--- config.mk ---
export PLATFORM = sky130hd
export DESIGN_NAME = pipe_hazard_ctrl
export DESIGN_NICKNAME = d
export VERILOG_FILES = /design/src/rtl/pipe_hazard_ctrl.sv
export SDC_FILE = /design/constraint.sdc
export NUM_CORES = 1
export LEC_CHECK = 0
export CAP_MARGIN = 20
export CELL_PAD_IN_SITES_DETAIL_PLACEMENT = 0
export CELL_PAD_IN_SITES_GLOBAL_PLACEMENT = 1
export CORE_MARGIN = 5
export CORE_UTILIZATION = 41
export CTS_CLUSTER_SIZE = 10
export DETAILED_ROUTE_END_ITERATION = 6
export DONT_BUFFER_PORTS = 1
export PLACE_DENSITY = 0.74
export SLEW_MARGIN = 20
export SYNTH_ARGS = -nofsm -noshare
export SYNTH_HDL_FRONTEND = slang
export SYNTH_SLANG_ARGS = --single-unit
export TNS_END_PERCENT = 50
--- constraint.sdc ---
create_clock -name clk -period 1.8 [get_ports clk]
set_clock_uncertainty 0.05 [all_clocks]
set_input_delay 0.27 -clock clk [delete_from_list [all_inputs] [get_ports clk]]
set_output_delay 0.27 -clock clk [all_outputs]
set_load 0.005 [all_outputs]
--- src/rtl/pipe_hazard_ctrl.sv ---
// rtl/pipe_hazard_ctrl.sv - 4-stage pipeline branch/hazard sequencing controller
// Optional perf counters under `PIPE_PERF_CNT_EN.
module pipe_hazard_ctrl #(
  parameter int REG_W        = 6,
  parameter int FLUSH_CYCLES = 3,
  parameter int CNT_W        = 16
) (
  input  logic             clk,
  input  logic             rst_n,
  input  logic             wb_branch,
  input  logic             wb_btype,
  input  logic             wb_jump,
  input  logic             wb_zero,
  input  logic             wb_neg,
  input  logic [REG_W-1:0] id_rs,
  input  logic [REG_W-1:0] id_rt,
  input  logic             id_uses_rt,
  input  logic             ex_regwrt,
  input  logic [REG_W-1:0] ex_rd,
  input  logic             wb_regwrt,
  input  logic [REG_W-1:0] wb_rd,
  output logic             pc_sel,
  output logic             pc_hold,
  output logic             ifid_hold,
  output logic             ifid_flush,
  output logic             idex_flush,
  output logic             exwb_flush,
  output logic             busy
`ifdef PIPE_PERF_CNT_EN
  ,
  output logic [CNT_W-1:0] stall_cnt,
  output logic [CNT_W-1:0] flush_cnt
`endif
);

  typedef enum logic [1:0] {
    S_INIT,
    S_RUN,
    S_STALL,
    S_FLUSH
  } state_t;

  localparam logic [2:0] FCNT_LOAD = 3'(FLUSH_CYCLES - 1);

  state_t     state_q, state_d;
  logic [2:0] fcnt_q, fcnt_d;
  logic       taken;
  logic       ex_hit;
  logic       wb_hit;
  logic       hazard;

  assign taken = wb_jump | (wb_branch & (wb_btype ? wb_neg : wb_zero));

  // No forwarding: any in-flight writer of a source register blocks ID.
  assign ex_hit = ex_regwrt && (ex_rd != '0) &&
                  ((ex_rd == id_rs) || (id_uses_rt && (ex_rd == id_rt)));
  assign wb_hit = wb_regwrt && (wb_rd != '0) &&
                  ((wb_rd == id_rs) || (id_uses_rt && (wb_rd == id_rt)));
  assign hazard = ex_hit | wb_hit;

  always_ff @(posedge clk or negedge rst_n) begin
    if (!rst_n) begin
      state_q <= S_INIT;
      fcnt_q  <= 3'd0;
    end else begin
      state_q <= state_d;
      fcnt_q  <= fcnt_d;
    end
  end

  always_comb begin
    state_d    = state_q;
    fcnt_d     = fcnt_q;
    pc_sel     = 1'b0;
    pc_hold    = 1'b0;
    ifid_hold  = 1'b0;
    ifid_flush = 1'b0;
    idex_flush = 1'b0;
    exwb_flush = 1'b0;
    case (state_q)
      S_INIT: begin
        pc_hold    = 1'b1;
        ifid_flush = 1'b1;
        idex_flush = 1'b1;
        exwb_flush = 1'b1;
        state_d    = S_RUN;
      end
      S_RUN, S_STALL: begin
        if (taken) begin
          pc_sel     = 1'b1;
          ifid_flush = 1'b1;
          idex_flush = 1'b1;
          exwb_flush = 1'b1;
          if (FLUSH_CYCLES > 1) begin
            state_d = S_FLUSH;
            fcnt_d  = FCNT_LOAD;
          end else begin
            state_d = S_RUN;
            fcnt_d  = 3'd0;
          end
        end else if (hazard) begin
          pc_hold    = 1'b1;
          ifid_hold  = 1'b1;
          idex_flush = 1'b1;
          state_d    = S_STALL;
        end else begin
          state_d = S_RUN;
        end
      end
      S_FLUSH: begin
        // Branch/hazard inputs here come from bubbles and are ignored.
        idex_flush = 1'b1;
        exwb_flush = 1'b1;
        fcnt_d     = fcnt_q - 3'd1;
        if (fcnt_q <= 3'd1) begin
          state_d = S_RUN;
          fcnt_d  = 3'd0;
        end
      end
      default: begin
        state_d = S_INIT;
        fcnt_d  = 3'd0;
      end
    endcase
  end

  assign busy = (state_q != S_RUN);

`ifdef PIPE_PERF_CNT_EN
  logic resolving;
  logic stall_evt;
  logic flush_evt;

  assign resolving = (state_q == S_RUN) || (state_q == S_STALL);
  assign flush_evt = resolving && taken;
  assign stall_evt = resolving && !taken && hazard;

  always_ff @(posedge clk or negedge rst_n) begin
    if (!rst_n) begin
      stall_cnt <= '0;
      flush_cnt <= '0;
    end else begin
      if (stall_evt && (stall_cnt != '1)) stall_cnt <= stall_cnt + 1'b1;
      if (flush_evt && (flush_cnt != '1)) flush_cnt <= flush_cnt + 1'b1;
    end
  end
`endif

endmodule

* After elaboration in Yosys (flattened, before gate mapping)
Index checks and enable logic that the tools add are counted.
** Word-level totals
- Bits of input ports :: 34
- Register bits after elaboration :: 5
** Operators by class
- $add $sub $neg :: 1
- Eq/ne operators :: 10
- Multiplexer cells :: 18
- Magnitude comparators :: 1
- Reductions and logical operators :: 15
- Bitwise logic cells :: 3
** Operator list (number)
- equality test 6 bit :: 4
- nonzero test 6 bit :: 2
- one-hot mux 1 bit (2 select lines) :: 4
- two-way mux 1 bit :: 7
- logical AND 1 bit :: 6
- two-way mux 2 bit :: 3
- two-way mux 3 bit :: 2
- one-hot mux 2 bit (3 select lines) :: 1
- one-hot mux 3 bit (2 select lines) :: 1
- equality test 2 bit (second input constant) :: 2
- inequality test 2 bit (second input constant) :: 2
- OR reduction 2 bit :: 2
- <= comparator 3 x 1 -> 1 bit (second input constant) :: 1
- subtractor 3 x 1 -> 3 bit (second input constant) :: 1
- equality test 2 x 1 -> 1 bit (second input constant) :: 1
- zero test 2 bit :: 1
- logical OR 1 bit :: 2
- inequality test 2 x 1 -> 1 bit (second input constant) :: 1
- bitwise OR 1 bit :: 2
- AND reduction 2 bit :: 1
- nonzero test 2 bit :: 1
- bitwise AND 1 bit :: 1

* Logic depth before layout (Yosys ltp)
- Word-level depth :: 8
- Depth in mapped cells :: 6
- Mapped depth without buffers :: 6

* Least setup slack after synthesis
OpenSTA, ideal clock, no wires.
- Path kind :: input to output
- Start point :: input port wb_rd[0]
- End point :: output port idex_flush
- Path slack :: 0.106 ns
- Stages on the path :: 4
- Path buffers :: 0
- Data arrival time :: 1.374 ns
- Path through :: or4_1 -> o31a_1 -> a32oi_2 -> nand3_1
** Between the ends
- Cells in the longest elaborated chain, start to end :: 8
** RTL lines
- start, declared :: line 21 : input logic [REG_W-1:0] wb_rd,
- equality test 6 bit :: line 58 : ((wb_rd == id_rs) || (id_uses_rt && (wb_rd == id_rt)));
- logical AND 1 bit :: line 58
- logical OR 1 bit :: line 58
- logical AND 1 bit (*) :: line 57 : assign wb_hit = wb_regwrt && (wb_rd != '0) &&
- bitwise OR 1 bit (*) :: line 59 : assign hazard = ex_hit | wb_hit;
- two-way mux 1 bit (*) :: line 101 : end else if (hazard) begin
- two-way mux 1 bit (*) :: line 89 : if (taken) begin
- one-hot mux 1 bit (2 select lines) (*) :: line 80 : case (state_q)
- end, declared :: line 26 : output logic idex_flush,
Every way passes the cells marked *; elsewhere a longest branch is shown, timed or not.

* Worst setup path in the final report
Ends and elaborated chain as after synthesis.

==> impl_metrics.py <==
metrics = {
    "timing": {
        "max_freq_mhz": 578,
        "setup_slack_ns": 0.0710,
        "final_max_slew_viol_count": 0,
        "slew_headroom": 0.639,
        "timing.final.crit_share": 0.961,
        "hold_viol": 0,
        "holdWs_ns": 0.270,
        "worstMarginPinSlew_ns": 0.536,
        "finalSetupViolCount": 0,
        "finalCriticalPeriod_ns": 1.73,
        "fin_setup_tns_ns": 0,
    },
    "placed_design": {
        "place_congestion": 0.783,
        "post-dp-hpwl_um": 1550,
        "numPortBuffers": 0,
        "pre_cts_ws_ns": 0.0408,
    },
    "synth": {
        "synth_seq_cells": 5,
        "yosys_warnings": 0,
        "syn_area_um2": 681,
        "ys_seq_area_frac": 0.184,
        "syn_inst": 82,
        "syn_nets": 120,
        "avgSynthCellArea_um2": 8.30,
        "ys_types": 27,
    },
    "critical_path": {
        "worstPathRequired_ns": 1.48,
        "r2r_cells": 5,
        "critPathBufInv": 0,
        "cp_top_family": "simple AND/OR/NAND/NOR gates",
        "worst_path_largest_cell_delay_ns": 0.52,
        "arrival_ns": 1.41,
        "startpoint_type": "input port",
        "slowest_stage": "or4_1",
        "crit_chain": "or4_1 -> o31a_1 -> a32oi_2 -> nand3_1",
        "path_max_fanout": 3,
        "r2r_setup_slack_ns": 0.22,
        "cp.depth": 4,
        "worstSetupEndpoint": "idex_flush",
        "critPathKind": "input port to output pin",
        "r2r_end": "state_q[0]",
        "r2r-start": "state_q[0]",
        "setup.worst_path.end_class": "output pin",
        "crit_start": "wb_rd[0]",
    },
    "grt": {
        "grt.overflow.total": 0,
        "grt_pass1_wl_um": 2840,
        "antenna_found_initial": 0,
        "grt_start_max_net_pins": 8,
        "grt_pass1_vias": 636,
        "grt_util_all_layers": 0.139,
    },
    "floorplanning": {
        "io_pins": 41,
        "core_mm2": 0.00154,
        "num_rows": 14,
        "die_x_um": 50.7,
        "die_h_um": 50.7,
        "initial_core_util": 0.442,
        "die_area_mm2": 0.00258,
    },
    "job": {
        "drv_cap": 0,
    },
    "route": {
        "routed-via-count": 625,
        "dr.pass1.iters": 4,
        "viasPerCell": 5.73,
        "drcViolationCount": 0,
        "ant_nets": 0,
        "drt_iter0_markers": 13,
        "wl_per_cell_um": 16.6,
        "wl_um": 1810,
    },
    "finish": {
        "seq_area_um2": 125,
        "final_layout_size_suffix_gt1_frac": 0.183,
        "final_util": 0.521,
        "syn2layout_area_growth_pct": 18.0,
        "fin_nets": 132,
        "multi_input_area_um2": 543,
        "fillers": 156,
        "num_antenna_cells": 0,
    },
    "worst_hold_path": {
        "hold_path_class": "input port to asynchronous set/reset pin",
    },
    "cts": {
        "cts.clk_slew.worst_paths_ns": 0.04,
        "cts_tree": "yes",
        "insertion_delay_ns": 0.24,
        "cts_buffers": 3,
        "clockBufferDepth": 2,
        "clock_sinks": 5,
        "cts-root-buf": "clkbuf_4",
        "cts_max_level": 1,
    },
    "power_and_ir_drop": {
        "powerDensity_mw_per_mm2": 941,
        "leakagePower_uw": 0.000300,
        "peakVddDrop_mv": 0.513,
    },
    "outcome": {
        "status": "finished clean",
    },
}
## layout by cell type, fill, tap and decap left out, drive strengths merged, types with 3 or more instances in the layout
| master | netlist | layout |
|---|---|---|
| a22o | 3 | 3 |
| buf | 0 | 6 |
| clkbuf | 0 | 4 |
| dfrtp | 5 | 5 |
| ha | 4 | 4 |
| inv | 9 | 9 |
| nand2 | 4 | 4 |
| nand3 | 3 | 3 |
| nand4 | 6 | 6 |
| nor2 | 5 | 5 |
| xnor2 | 24 | 24 |
## cell families after synthesis
| group | Yosys count | synth area share |
|---|---|---|
| compound gates | 15 | 0.176 |
| flops | 5 | 0.184 |
| xor+xnor | 24 | 0.309 |
| simple gates | 23 | 0.176 |
| buf+inv | 9 | 0.0496 |
| mux | 2 | 0.0312 |
| fa+ha+maj | 4 | 0.0735 |
## layout make-up
type,count,area share
tap,16,0.0249
clock buffer,4,0.0327
sequential,5,0.156
multi-input combinational,68,0.676
inverter,9,0.0421
timing repair buffer,7,0.0685
## worst min path at each step
stage	from	endpoint	cells after the start
6_report	rst_n	state_q[1]	1
2_1_floorplan	rst_n	fcnt_q[0]	0
5_1_grt	rst_n	fcnt_q[0]	1
3_3_place_gp	rst_n	state_q[1]	0
4_1_cts	rst_n	state_q[1]	1
3_5_place_dp	rst_n	state_q[1]	0
## timing repair
action,in CTS,in global routing
gates resized for setup,2,2
hold buffers,1,0
hold endpoints to repair,5,0
buffers inserted,0,4
pin swaps,1,5
endpoints found under the setup margin,3,4
## metal layers
layer | up-vias | global-route usage | wire length, µm | share of wire
li1 | 313 | - | - | -
met1 | 290 | 0.169 | 749 | 0.41
met2 | 22 | 0.221 | 896 | 0.50
met3 | 0 | 0.0592 | 162 | 0.090
met4 | 0 | 0.0383 | 0 | 0
met5 | - | 0 | 0 | 0
## synthesized netlist by cell type
cell / instances / area, µm²
o21ai_1: 1 / 5.00
o22ai_1: 2 / 12.5
o21ai_0: 1 / 5.00
mux2i_1: 1 / 10.0
nor2_1: 5 / 18.8
nand4_1: 6 / 37.5
a31oi_1: 2 / 12.5
a21oi_2: 1 / 8.76
o2bb2ai_1: 1 / 8.76
nand2_2: 1 / 6.26
or4_1: 1 / 7.51
mux2_1: 1 / 11.3
ha_1: 4 / 50.1
and2_1: 1 / 6.26
inv_2: 1 / 3.75
a32oi_2: 1 / 16.3
inv_1: 8 / 30.0
a22o_1: 3 / 26.3
a22oi_1: 1 / 7.51
dfrtp_1: 5 / 125
o31a_1: 2 / 17.5
nand3_1: 3 / 15.0
nor3_1: 1 / 5.00
nor2b_1: 1 / 6.26
nor4_1: 1 / 6.26
nand2_1: 3 / 11.3
xnor2_1: 24 / 210
## power breakdown
group	switching, µW	internal [µW]
clock network	45.6	83.8
logic	218	224
registers	32.2	152
total	296	459
## flip-flops by register name, summed over array words and instances (netlist names)
signal	cells
state_q	2
fcnt_q	3
## stage by stage
step | power (µW) | cells | instance area, µm²
CTS | 712 | 105 | 771
global placement | 546 | 100 | 716
finish | 755 | 109 | 803
floorplan | 480 | 82 | 681
detailed placement | 553 | 100 | 716
global route | 834 | 109 | 803
(Power assumes the default switching activity.)
